$ cat config.mk
export PLATFORM = sky130hd
export DESIGN_NAME = alu_regfile_pipe
export DESIGN_NICKNAME = d
export VERILOG_FILES = /design/src/rtl/alu_regfile_pipe.sv
export SDC_FILE = /design/constraint.sdc
export NUM_CORES = 2
export LEC_CHECK = 0
export BUFFER_PORTS_ARGS = -buffer_cell sky130_fd_sc_hd__buf_2
export CAP_MARGIN = 20
export CORE_UTILIZATION = 40
export CTS_BUF_LIST = sky130_fd_sc_hd__clkbuf_8 sky130_fd_sc_hd__clkbuf_16
export DETAILED_ROUTE_END_ITERATION = 10
export PLACE_DENSITY = 0.61
export REMOVE_ABC_BUFFERS = 1
export SLEW_MARGIN = 20
export SYNTH_ARGS = -nofsm -noshare
export SYNTH_HDL_FRONTEND = slang
export SYNTH_SLANG_ARGS = --single-unit
$ cat constraint.sdc
create_clock -name clk -period 8.3 [get_ports clk]
set_clock_uncertainty 0.1 [all_clocks]
set_input_delay 0.83 -clock clk [delete_from_list [all_inputs] [get_ports clk]]
set_output_delay 0.83 -clock clk [all_outputs]
set_load 0.02 [all_outputs]
$ cat src/rtl/alu_regfile_pipe.sv
// alu_regfile_pipe: register file plus ALU in two stages (read/execute, writeback).
// Register 0 reads as zero. The writeback result is bypassed to the operand reads.
module alu_regfile_pipe #(
  parameter int unsigned WIDTH  = 32,
  parameter int unsigned ADDR_W = 5
) (
  input  logic              clk,
  input  logic              Reset,
  input  logic              in_valid,
  input  logic [3:0]        alu_op,
  input  logic [ADDR_W-1:0] ra,
  input  logic [ADDR_W-1:0] rb,
  input  logic [ADDR_W-1:0] rd,
  input  logic              wr_en,
  output logic              out_valid,
  output logic [WIDTH-1:0]  result,
  output logic              ZF,
  output logic              OF,
  output logic              CF,
  output logic              NF,
  input  logic [ADDR_W-1:0] dbg_addr,
  output logic [WIDTH-1:0]  dbg_data
);

  localparam int unsigned SH_W  = $clog2(WIDTH);
  localparam int unsigned DEPTH = 2 ** ADDR_W;

  localparam logic [3:0] OP_AND  = 4'd0;
  localparam logic [3:0] OP_OR   = 4'd1;
  localparam logic [3:0] OP_XOR  = 4'd2;
  localparam logic [3:0] OP_NOR  = 4'd3;
  localparam logic [3:0] OP_ADD  = 4'd4;
  localparam logic [3:0] OP_SUB  = 4'd5;
  localparam logic [3:0] OP_SLT  = 4'd6;
  localparam logic [3:0] OP_SLTU = 4'd7;
  localparam logic [3:0] OP_SLL  = 4'd8;
  localparam logic [3:0] OP_SRL  = 4'd9;
  localparam logic [3:0] OP_SRA  = 4'd10;
  localparam logic [3:0] OP_INC  = 4'd11;

  logic [WIDTH-1:0]  regs [DEPTH];
  logic [ADDR_W-1:0] w_rd;
  logic              w_wr_en;
  logic              w_commit;
  logic              byp_a;
  logic              byp_b;
  logic [WIDTH-1:0]  a_op;
  logic [WIDTH-1:0]  b_op;
  logic [WIDTH-1:0]  alu_f;
  logic              alu_cf;
  logic              alu_of;
  logic [WIDTH:0]    sum;
  logic [SH_W-1:0]   sh;
  logic              lt_s;

  // Writeback commits only for a valid, enabled, non-zero destination.
  assign w_commit = out_valid && w_wr_en && (w_rd != '0);
  assign byp_a    = w_commit && (w_rd == ra);
  assign byp_b    = w_commit && (w_rd == rb);

  // Operand read with register 0 forced to zero and writeback bypass.
  assign a_op = byp_a ? result : ((ra == '0) ? '0 : regs[ra]);
  assign b_op = byp_b ? result : ((rb == '0) ? '0 : regs[rb]);

  // Debug port sees the array only; in-flight writeback is not visible.
  assign dbg_data = (dbg_addr == '0) ? '0 : regs[dbg_addr];

  // ALU: result plus carry/overflow for the current operands.
  always_comb begin
    alu_f  = '0;
    alu_cf = 1'b0;
    alu_of = 1'b0;
    sum    = '0;
    sh     = a_op[SH_W-1:0];
    lt_s   = $signed(a_op) < $signed(b_op);
    case (alu_op)
      OP_AND:  alu_f = a_op & b_op;
      OP_OR:   alu_f = a_op | b_op;
      OP_XOR:  alu_f = a_op ^ b_op;
      OP_NOR:  alu_f = ~(a_op | b_op);
      OP_ADD: begin
        sum             = {1'b0, a_op} + {1'b0, b_op};
        {alu_cf, alu_f} = sum;
        alu_of          = (a_op[WIDTH-1] == b_op[WIDTH-1]) && (alu_f[WIDTH-1] != a_op[WIDTH-1]);
      end
      OP_SUB: begin
        alu_f  = a_op - b_op;
        alu_cf = a_op < b_op;
        alu_of = (a_op[WIDTH-1] != b_op[WIDTH-1]) && (alu_f[WIDTH-1] != a_op[WIDTH-1]);
      end
      OP_SLT:  alu_f = {{(WIDTH-1){1'b0}}, lt_s};
      OP_SLTU: alu_f = {{(WIDTH-1){1'b0}}, (a_op < b_op)};
      OP_SLL:  alu_f = b_op << sh;
      OP_SRL:  alu_f = b_op >> sh;
      OP_SRA:  alu_f = $unsigned($signed(b_op) >>> sh);
      OP_INC: begin
        sum             = {1'b0, a_op} + (WIDTH+1)'(1);
        {alu_cf, alu_f} = sum;
        alu_of          = (a_op == {1'b0, {(WIDTH-1){1'b1}}});
      end
      default: alu_f = a_op;
    endcase
  end

  // Writeback stage register; result and flags hold while idle.
  always_ff @(posedge clk) begin
    if (Reset) begin
      out_valid <= 1'b0;
      result    <= '0;
      ZF        <= 1'b0;
      OF        <= 1'b0;
      CF        <= 1'b0;
      NF        <= 1'b0;
      w_rd      <= '0;
      w_wr_en   <= 1'b0;
    end else if (in_valid) begin
      out_valid <= 1'b1;
      result    <= alu_f;
      ZF        <= (alu_f == '0);
      OF        <= alu_of;
      CF        <= alu_cf;
      NF        <= alu_f[WIDTH-1];
      w_rd      <= rd;
      w_wr_en   <= wr_en;
    end else begin
      out_valid <= 1'b0;
    end
  end

  // Register array: cleared on reset, written from the writeback stage.
  always_ff @(posedge clk) begin
    if (Reset) begin
      for (int unsigned i = 0; i < DEPTH; i++) regs[i] <= '0;
    end else if (w_commit) begin
      regs[w_rd] <= result;
    end
  end

endmodule

==> flow_summary.yaml <==
synthesis:
  synth_xor_area_share_pct: 0.534
  synth_top_family_by_area: "multiplexers"
  synth_area_sq_um: 75500
  synth_compound_area_share_pct: 10.6
  synth_mux_area_share_pct: 26.7
  synthSimpleGateAreaFrac_pct: 13.8
  yosysSeqAreaShare_pct: 41.8
  async_reset_ff_share_pct: 0
  synthAdderAreaFrac_pct: 1.78
  synth-edff-count: 1024
  synth_ff_type: "edfxtp_1"
  ys.warnings.count: 0
  synth.avg_cell_area_sq_um: 12.2
  synthCells: 6169
  ys_ff_latch: 1066
  ys_types: 114
sta:
  tightest_slew_ns: 1.16
  fmax_mhz: 127
  setup_tns_ns: 0
  slew_violations: 0
  timing.hold.ws_ns: 0.186
  rsz0062_at_grt: "false"
  finalCritPeriodShare_pct: 94.8
  period_minus_slack_ns: 7.87
  hold_violations: 0
  slew_headroom_pct: 22.4
  setup_violations: 0
placement:
  gp_congestion: 1.01
  placedCellCount: 8571
  io_buffers: 96
  dpl.hpwl_microns: 235000
power:
  pwr_density_cell_nw_per_um2: 189
  power.total_w: 0.0159
  ir_worst_vdd_v: 0.000180
  power.leakage_nw: 30.1
layout:
  final_nets: 6330
  layout_common_cells: "edfxtp_1, and2_1, mux4_2, buf_4, mux2i_1"
  nFillCells: 17038
  mostFrequentLayoutCell: "edfxtp_1"
  multi_input_area_sq_um: 41200
  drive_gt1_share_pct: 26.1
  area_growth_pct: 11.8
  final_cell_count_no_fill: 8832
  postLayoutCoreUtil_pct: 45.0
  ff_latch_area_sq_um: 31600
setup_path:
  startpoint_type: "register"
  worstPathMaxFanout: 10
  worstSetupEndpointType: "register"
  required_ns: 8.91
  critical-path-max-stage-delay_ns: 0.78
  critPathSlowestCell: "or4_1"
  worst_path_most_repeated_cell: "buf_4"
  critPathArrivalTime_ns: 8.48
  critPathBufInv: 5
  path_class: "register to register"
  crit_family: "compound AO/OA/AOI/OAI gates"
global_route:
  grt_overflow: 0
  antenna_found_initial: 36
  grtUsageTotal_pct: 37.2
  grt_pass1_wl_microns: 495000
  grt_pass1_vias: 60415
  grt_max_degree: 85
min_path:
  worstHoldPathType: "input pin to register"
cts:
  htree_levels: 3
  clockBufferDepth: 3
  cts_tree: "built"
  cts_root_buffer: "clkbuf_16"
  cts_hold_buf: 0
  clock_sinks: 1066
  cts_setup_buffers: 0
  cts_resized: 0
  clkLatencyLatePin_ns: 0.82
  cts.clk_slew.worst_paths_ns: 0.06
  cts_buffers: 116
detailed_routing:
  via_count: 63893
  viasPerCell: 7.23
  routed_wl_microns: 363000
  dr.pass1.iters: 9
  drcViolationCount: 0
  drt_iter0_drc: 11635
  postRouteAntennaNets: 0
  wl_per_cell_microns: 41.1
floorplan:
  fp.dieW_microns: 436
  die-height_microns: 436
  top_level_ports: 97
  initial_core_util_pct: 40.3
  core_sq_um: 188000
  num_rows: 159
  die-area_sq_um: 191000
flow_run:
  maxCapViolations: 0
status:
  status: "finished clean"
## worst register-to-register path: cells and delay by family, from the launching register on
| family | cells | cell delay (ns) |
|---|---|---|
| DFF | 1 | 0.52 |
| adders and majority gates | 1 | 0.42 |
| and+or+nand+nor | 8 | 2.47 |
| AOI/OAI and AO/OA | 13 | 3.22 |
| buffers and inverters | 5 | 1.02 |
## kinds of logic (layout without fill, tap and decap cells)
| group | count (synthesis) | in the layout |
|---|---|---|
| flops | 1066 | 1066 |
| buf+inv | 762 | 859 |
| mux | 1109 | 1109 |
| compound gates | 1164 | 1164 |
| xor+xnor | 46 | 46 |
| simple gates | 1915 | 1915 |
| other cells | 1 | 72 |
| fa+ha+maj | 106 | 106 |
## per-layer routing
layer  global-route usage (%)  wire length, microns  up-vias
met1                     45.9                124000    31948
met3                     12.8                 53500     1496
met4                     26.9                 31600       12
li1                         -                     -    24423
met2                     54.0                154000     6014
met5                        0                   121        -
## Yosys cell counts, types with 15 or more instances
cell type  number  share of area [%]
a2111oi_0      15               0.17
a211oi_1       53               0.53
a21o_1         15               0.15
a21oi_1       219                1.5
a221oi_1       37               0.43
a222oi_1       15               0.20
a22o_1         35               0.41
a22oi_1        74               0.74
a31oi_1        36               0.30
a32oi_1        22               0.26
and2_1        823                6.8
and3_1         17               0.14
buf_1          62               0.31
buf_2          95               0.63
buf_4          40               0.40
buf_6          29               0.43
clkbuf_1      399                2.0
dfxtp_1        42                1.1
edfxtp_1     1024                 41
ha_1          104                1.7
inv_1         114               0.57
mux2_2         89                1.3
mux2i_1       305                4.0
mux4_2        707                 21
nand2_1       225                1.1
nand2b_1       19               0.16
nand3_1       140               0.93
nand3b_1       15               0.15
nand4_1        41               0.34
nor2_1        260                1.3
nor2b_1        24               0.20
nor3_1        242                1.6
nor4_1         20               0.17
o211ai_1       70               0.70
o21ai_0       216                1.4
o21ai_1        30               0.20
o221ai_1       32               0.37
o22a_1         23               0.27
o22ai_1        79               0.65
o31ai_1        26               0.26
or3_1          18               0.15
or4_1          21               0.21
xnor2_1        41               0.48
## path summary, 6_finish.rpt
| path | startpoint | to | slack, ns | cells past startpoint |
|---|---|---|---|---|
| min reg2reg | OF | OF | 0.38 | 2 |
| min | rd[0] | w_rd[0] | 0.19 | 3 |
| max reg2reg | out_valid | ZF | 0.43 | 27 |
| max | out_valid | ZF | 0.43 | 27 |
## cell type report
cell class | instances | area share [%]
Tap cell | 2495 | 3.70
Timing Repair Buffer | 518 | 4.82
Clock buffer | 120 | 3.52
Antenna cell | 40 | 0.119
Inverter | 122 | 0.552
Clock inverter | 99 | 1.06
Sequential cell | 1066 | 37.4
Multi-Input combinational cell | 4372 | 48.8
## per-stage QoR
step	area [sq um]	worst slack (ns)
detailed placement	80400	-0.0511
global route	84300	0.113
floorplan	72600	-0.462
global placement	80400	-0.0517
finish	84400	0.429
CTS	84300	0.750
## power by group
part	switching (W)	total (W)	leakage, nW	internal, W
Clock	0.00238	0.00538	1.98	0.00300
Sequential	0.000181	0.00627	10.9	0.00609
Combinational	0.00283	0.00427	17.3	0.00144
## registers in the layout (all words and copies together), names as in the netlist
signal,flops
out_valid,1
CF,1
OF,1
w_rd,5
w_wr_en,1
result,32
regs,1024
ZF,1
Note: power is estimated with default switching activity, not from simulation.
